`config.mk`:
```
export PLATFORM = sky130hd
export DESIGN_NAME = vc_credit_tracker
export DESIGN_NICKNAME = d
export VERILOG_FILES = /design/src/rtl/noc_params.sv /design/src/rtl/vc_credit_counter.sv /design/src/rtl/vc_credit_tracker.sv
export SDC_FILE = /design/constraint.sdc
export NUM_CORES = 1
export LEC_CHECK = 0
export ABC_CLOCK_PERIOD_IN_PS = 3800
export BUFFER_PORTS_ARGS = -buffer_cell sky130_fd_sc_hd__buf_2
export CORE_MARGIN = 4
export CORE_UTILIZATION = 39
export CTS_CLUSTER_DIAMETER = 30
export DETAILED_ROUTE_END_ITERATION = 6
export PLACE_DENSITY = 0.7
export SYNTH_ARGS = -nofsm -noshare
export SYNTH_HDL_FRONTEND = slang
export SYNTH_SLANG_ARGS = --single-unit
```
`constraint.sdc`:
```
create_clock -name clk -period 3.8 [get_ports clk]
set_clock_uncertainty 0.15 [all_clocks]
set_input_delay 0.57 -clock clk [delete_from_list [all_inputs] [get_ports clk]]
set_output_delay 0.57 -clock clk [all_outputs]
set_load 0.02 [all_outputs]
```
`src/rtl/noc_params.sv`:
```
// Shared NoC configuration and the per-VC credit FSM state type used by the
// upstream credit tracker.
package noc_params;

    localparam int unsigned VC_NUM      = 2;
    localparam int unsigned PORT_NUM    = 5;
    localparam int unsigned VC_SIZE     = $clog2(VC_NUM);
    localparam int unsigned VC_TOTAL    = PORT_NUM * VC_NUM;
    localparam int unsigned BUFFER_SIZE = 8;

    typedef enum logic [1:0] {
        IDLE   = 2'd0,
        ACTIVE = 2'd1,
        DRAIN  = 2'd2
    } vc_credit_state_t;

    // Credit counters must hold the full range 0..depth inclusive.
    function automatic int unsigned credit_width(input int unsigned depth);
        return $clog2(depth + 1);
    endfunction

endpackage

```
`src/rtl/vc_credit_counter.sv`:
```
// Single downstream-VC bookkeeping: IDLE/ACTIVE/DRAIN FSM plus credit counter.
// Optional CREDIT_CHECK_EN adds a sticky protocol-error flag.
module vc_credit_counter
    import noc_params::*;
#(
    parameter int unsigned BUFFER_SIZE = noc_params::BUFFER_SIZE
) (
    input  logic clk,
    input  logic rst,
    input  logic i_alloc,
    input  logic i_flit,
    input  logic i_tail,
    input  logic i_credit,
    output logic o_idle,
`ifdef CREDIT_CHECK_EN
    output logic o_err,
`endif
    output logic o_full
);

    localparam int unsigned CNT_W = credit_width(BUFFER_SIZE);
    localparam logic [CNT_W-1:0] CNT_MAX = CNT_W'(BUFFER_SIZE);

    vc_credit_state_t   r_state;
    vc_credit_state_t   w_state_next;
    logic [CNT_W-1:0]   r_count;
    logic [CNT_W-1:0]   w_count_next;
    logic               w_flit_acc;
    logic               w_credit_acc;

    assign w_flit_acc   = i_flit && (r_state == ACTIVE) && (r_count != '0);
    assign w_credit_acc = i_credit && (r_count != CNT_MAX);
    assign w_count_next = r_count - CNT_W'(w_flit_acc) + CNT_W'(w_credit_acc);

    always_comb begin
        w_state_next = r_state;
        unique case (r_state)
            IDLE: begin
                if (i_alloc) begin
                    w_state_next = ACTIVE;
                end
            end
            ACTIVE: begin
                if (w_flit_acc && i_tail) begin
                    w_state_next = DRAIN;
                end
            end
            DRAIN: begin
                // Release only once every downstream slot has been returned.
                if (w_count_next == CNT_MAX) begin
                    w_state_next = IDLE;
                end
            end
            default: w_state_next = IDLE;
        endcase
    end

    always_ff @(posedge clk) begin
        if (rst) begin
            r_state <= IDLE;
            r_count <= CNT_MAX;
        end else begin
            r_state <= w_state_next;
            r_count <= w_count_next;
        end
    end

    assign o_idle = (r_state == IDLE);
    assign o_full = (r_count == '0);

`ifdef CREDIT_CHECK_EN
    logic r_err;
    logic w_violation;

    assign w_violation = (i_alloc && (r_state != IDLE))
                      || (i_flit && !((r_state == ACTIVE) && (r_count != '0)))
                      || (i_credit && (r_count == CNT_MAX));

    always_ff @(posedge clk) begin
        if (rst) begin
            r_err <= 1'b0;
        end else if (w_violation) begin
            r_err <= 1'b1;
        end
    end

    assign o_err = r_err;
`endif

endmodule

```
`src/rtl/vc_credit_tracker.sv`:
```
// Per-output-port tracker of downstream VC state and credits; one counter per VC.
// Define CREDIT_CHECK_EN to add the sticky protocol_error_o output.
module vc_credit_tracker
    import noc_params::*;
#(
    parameter int unsigned PORT_NUM    = noc_params::PORT_NUM,
    parameter int unsigned VC_NUM      = noc_params::VC_NUM,
    parameter int unsigned VC_TOTAL    = PORT_NUM * VC_NUM,
    parameter int unsigned BUFFER_SIZE = noc_params::BUFFER_SIZE
) (
    input  logic                clk,
    input  logic                rst,
    input  logic [VC_TOTAL-1:0] vc_allocated_i,
    input  logic [VC_TOTAL-1:0] flit_sent_i,
    input  logic [VC_TOTAL-1:0] tail_sent_i,
    input  logic [VC_TOTAL-1:0] credit_i,
`ifdef CREDIT_CHECK_EN
    output logic [VC_TOTAL-1:0] protocol_error_o,
`endif
    output logic [VC_TOTAL-1:0] idle_downstream_vc_o,
    output logic [VC_TOTAL-1:0] is_full_o
);

    for (genvar g = 0; g < VC_TOTAL; g++) begin : g_vc
        vc_credit_counter #(
            .BUFFER_SIZE (BUFFER_SIZE)
        ) u_cnt (
            .clk      (clk),
            .rst      (rst),
            .i_alloc  (vc_allocated_i[g]),
            .i_flit   (flit_sent_i[g]),
            .i_tail   (tail_sent_i[g]),
            .i_credit (credit_i[g]),
            .o_idle   (idle_downstream_vc_o[g]),
`ifdef CREDIT_CHECK_EN
            .o_err    (protocol_error_o[g]),
`endif
            .o_full   (is_full_o[g])
        );
    end

endmodule

```
==> results.md <==
* 322 MHz — fmax
* flop — element type at the critical path start
* 61 — count of input and output buffers
* flop — Worst Setup End Kind
* 0 — n_diodes
* dfxtp_1 — dominant register cell in the synthesized netlist
* 0 — drc violations
* 3180 ps — crit path DAT
* 4.73 — detail-routed via count per cell
* 0 — number of buffers inserted by hold repair at cts
* 0 — aggregate global routing overflow
* 4 — Detailed Routing Iterations Pass 1
* 3.49 mm — wire length the detailed router placed on met1
* 40.4% — net switching fraction of the power
* 0.318 mV — worst-case vdd ir drop
* 18.9% — share of total power in the clock network
* 3054 — via count
* 0 — Syn. warnings
* input pin to flop — classification of the worst-slack hold path
* 16.0% — fraction of layout cells with a size suffix above 1
* 0 — final max-slew violation count
* 3 — CTS HTree Levels
* 460 — Mapped Cells
* 7.30 mm — aggregate routed wire length
* clkbuf_8 — master cell of the clock root buffer
* 0 — initial antenna violation count
* 27.5% — sequential cell fraction of total power
* 619 — NumNets Final
* 0 — residual antenna-violating net count after detailed routing
* met4 — Max Used Layer
* 11800 um^2 — area of the die
* 0 — number of enable flip-flop cells after synthesis
* 8.60 um^2 — mean instance size in the synthesized netlist
* 508 ps — worst slew pin tran
* 0 — Hold Violations, Final
* flop to flop — category of the most critical setup path
* 572 — synthesized net count
* 60 — number of register bits inferred by synthesis
* 5.91 mm — post-detailed-placement half-perimeter wirelength
* 53.6% — combinational group share of total power
* 0 — count of instances resized after the clock tree is built
* 2.25 nW — Static Leakage
* 13.0 mm — wire length of the first global-routing pass
* 34 — maximum number of pins on one net before global-route repair
* 3110 ps — time the worst path needs with I/O delays and setup
* 3960 um^2 — netlist area before placement
* 2.18 mW — internal cell power
* 30.4% — sequential share of the synthesized area
* 128 — starting DRC count in detailed routing
* 0 — number of maximum-capacitance constraint violations
* 0.836 — RD Place Congestion
* 62 — count of boundary I/O pins
* yes — clock tree from TritonCTS
* 286 um — wire length on met3
* 70 ps — clk slew on worst S/H paths
* 0 — total setup violations reported at the end of the flow
* false — RSZ-0062 raised after global routing
* 3 — largest fanout on the critical path
* 81.8% — final clock period utilization by the worst path
* 40.3% — initial core utilization
* 13.8% — layout-stage area growth over the synthesis result
* dfxtp_1 — cell type with the largest total area after synthesis
* 60 — TritonCTS sink count
* 3.41 mm — Met2 Routed Length
* 1.48 mW — switching pwr
* 3880 ps — required time reported for the critical path endpoint
* finished, final reports clean — status
* 3152 — vias in the first global route
* dfxtp_1 (30%), ha_1 (19%), inv_1 (7.9%), fa_1 (5.1%), nor2_1 (4.5%) — main area contributors after synthesis
* 32 — Distinct cells, synth
* 9 — total CTS buffers
* 0 — Post CTS Setup Buffer Count
* 109 um — overall die height
* 30.4% — area share of the largest cell type after synthesis
* 11.3 um — wire per inst
* 36 — Rows
* 330 ps — clock latency on the worst-skew pair
* 109 um — die span in x
* 2 — Bufs on Longest Clock Path
* 0% — share of flip-flops with an asynchronous set or reset
* 0 ps — setup TNS
* 13.4% — aggregate global-route resource usage
* 66.1% — max-slew headroom at the worst pin
* 812 nW/um^2 — cell area power density
* 9820 um^2 — Core ar.
* 716 ps — Post-Place Worst Slack
* 691 ps — Worst Setup Slack, final
==> sequential cells by signal (all words and copies together), names as in the netlist <==
signal              count
g_vc.u_cnt.r_count     40
g_vc.u_cnt.r_state     20
==> cell type report <==
type                       count  area (um^2)
multi-input combinational    291         2270
sequential                    60         1200
clock buffer                   9          124
timing repair buffer          62          313
inverter                      83          312
tap                          133          166
clock inverter                 7          115
fill                         993         5320
==> cell usage in the layout, fill, tap and decap left out, types with 2 or more instances in the layout <==
master and n:
fa_1 10, a32oi_1 2, nor3b_1 19, a22oi_1 4
nand3_1 10, nand2b_1 3, a21oi_1 7, a221o_1 2
xor2_1 9, a31oi_1 9, a21o_1 11, a21boi_0 3
clkbuf_8 9, dfxtp_1 60, bufinv_16 3, nand2_1 11
ha_1 60, or3_1 7, and3_1 10, nor3_1 5
nor2b_1 18, o21ai_0 17, xnor2_1 4, buf_2 61
nand3b_1 14, inv_1 83, nor2_1 47, clkinvlp_4 2
or3b_2 3, clkinv_2 2, or3b_1 2
==> Yosys cell counts, drive strengths merged (4+ instances only) <==
cell type	count
inv	83
dfxtp	60
ha	60
nor2	47
buf	20
nor3b	19
nor2b	18
o21ai	17
nand3b	14
a21o	11
and3	11
nand2	11
fa	10
nand3	10
a31oi	9
xor2	9
a21oi	7
or3	7
clkbuf	6
nor3	5
or3b	5
a22oi	4
xnor2	4
==> routing by layer <==
layer / vias to the layer above / global-route usage [%]
met5: - / 0
met4: 0 / 5.68
met3: 14 / 2.90
met2: 52 / 22.7
met1: 1401 / 16.3
li1: 1587 / -
==> metrics by stage <==
stage | cell area (um^2) | power, mW | utilization (%) | hold slack (ps) | instances
after floorplan | 3960 | 2.60 | - | 369 | 460
after global placement | 4260 | 2.89 | 43.4 | 392 | 629
after detailed placement | 4260 | 2.98 | 43.4 | 406 | 629
after CTS | 4500 | 3.71 | 45.8 | 254 | 645
after global routing | 4500 | 4.07 | 45.8 | 268 | 645
final | 4500 | 3.65 | 45.8 | 278 | 645
==> worst max-delay path: stages (launching register included) <==
cell	delay, ps
dfxtp_1	300
inv_1	90
ha_1	140
or3b_2	460
and3_1	220
nor2b_1	130
ha_1	260
inv_1	60
ha_1	170
inv_1	60
fa_1	380
xor2_1	220
nand3b_1	110
a32oi_1	170
nand2_1	70
==> kinds of logic after synthesis <==
| kind of cell | after synthesis | synth area share (%) |
|---|---|---|
| AND/OR/NAND/NOR | 151 | 21.2 |
| flip-flops | 60 | 30.4 |
| adder cells (fa/ha/maj) | 70 | 24.0 |
| XOR/XNOR | 13 | 2.88 |
| AO/OA/AOI/OAI | 57 | 9.27 |
| buffers and inverters | 109 | 12.2 |
==> power by group through the flow <==
stage | Clock [mW] | Combinational [mW] | Sequential, mW
after floorplan | 0 | 1.62 | 0.981
after global placement | 0 | 1.88 | 1.01
after detailed placement | 0 | 1.96 | 1.02
after CTS | 0.721 | 1.98 | 1.01
after global routing | 0.748 | 2.28 | 1.04
final | 0.690 | 1.96 | 1.01
==> path summary, 6_finish.rpt <==
| path | slack [ps] | cells after the start | end | startpoint |
|---|---|---|---|---|
| worst min-delay path | 280 | 2 | g_vc[5].u_cnt.r_state[0] | tail_sent_i[5] |
| worst max-delay path | 690 | 14 | g_vc[9].u_cnt.r_state[1] | g_vc[9].u_cnt.r_count[2] |
| worst min register to register | 420 | 2 | g_vc[5].u_cnt.r_state[0] | g_vc[5].u_cnt.r_state[0] |
| worst max register to register | 690 | 14 | g_vc[9].u_cnt.r_state[1] | g_vc[9].u_cnt.r_count[2] |
Note: power is estimated with default switching activity, not from simulation.
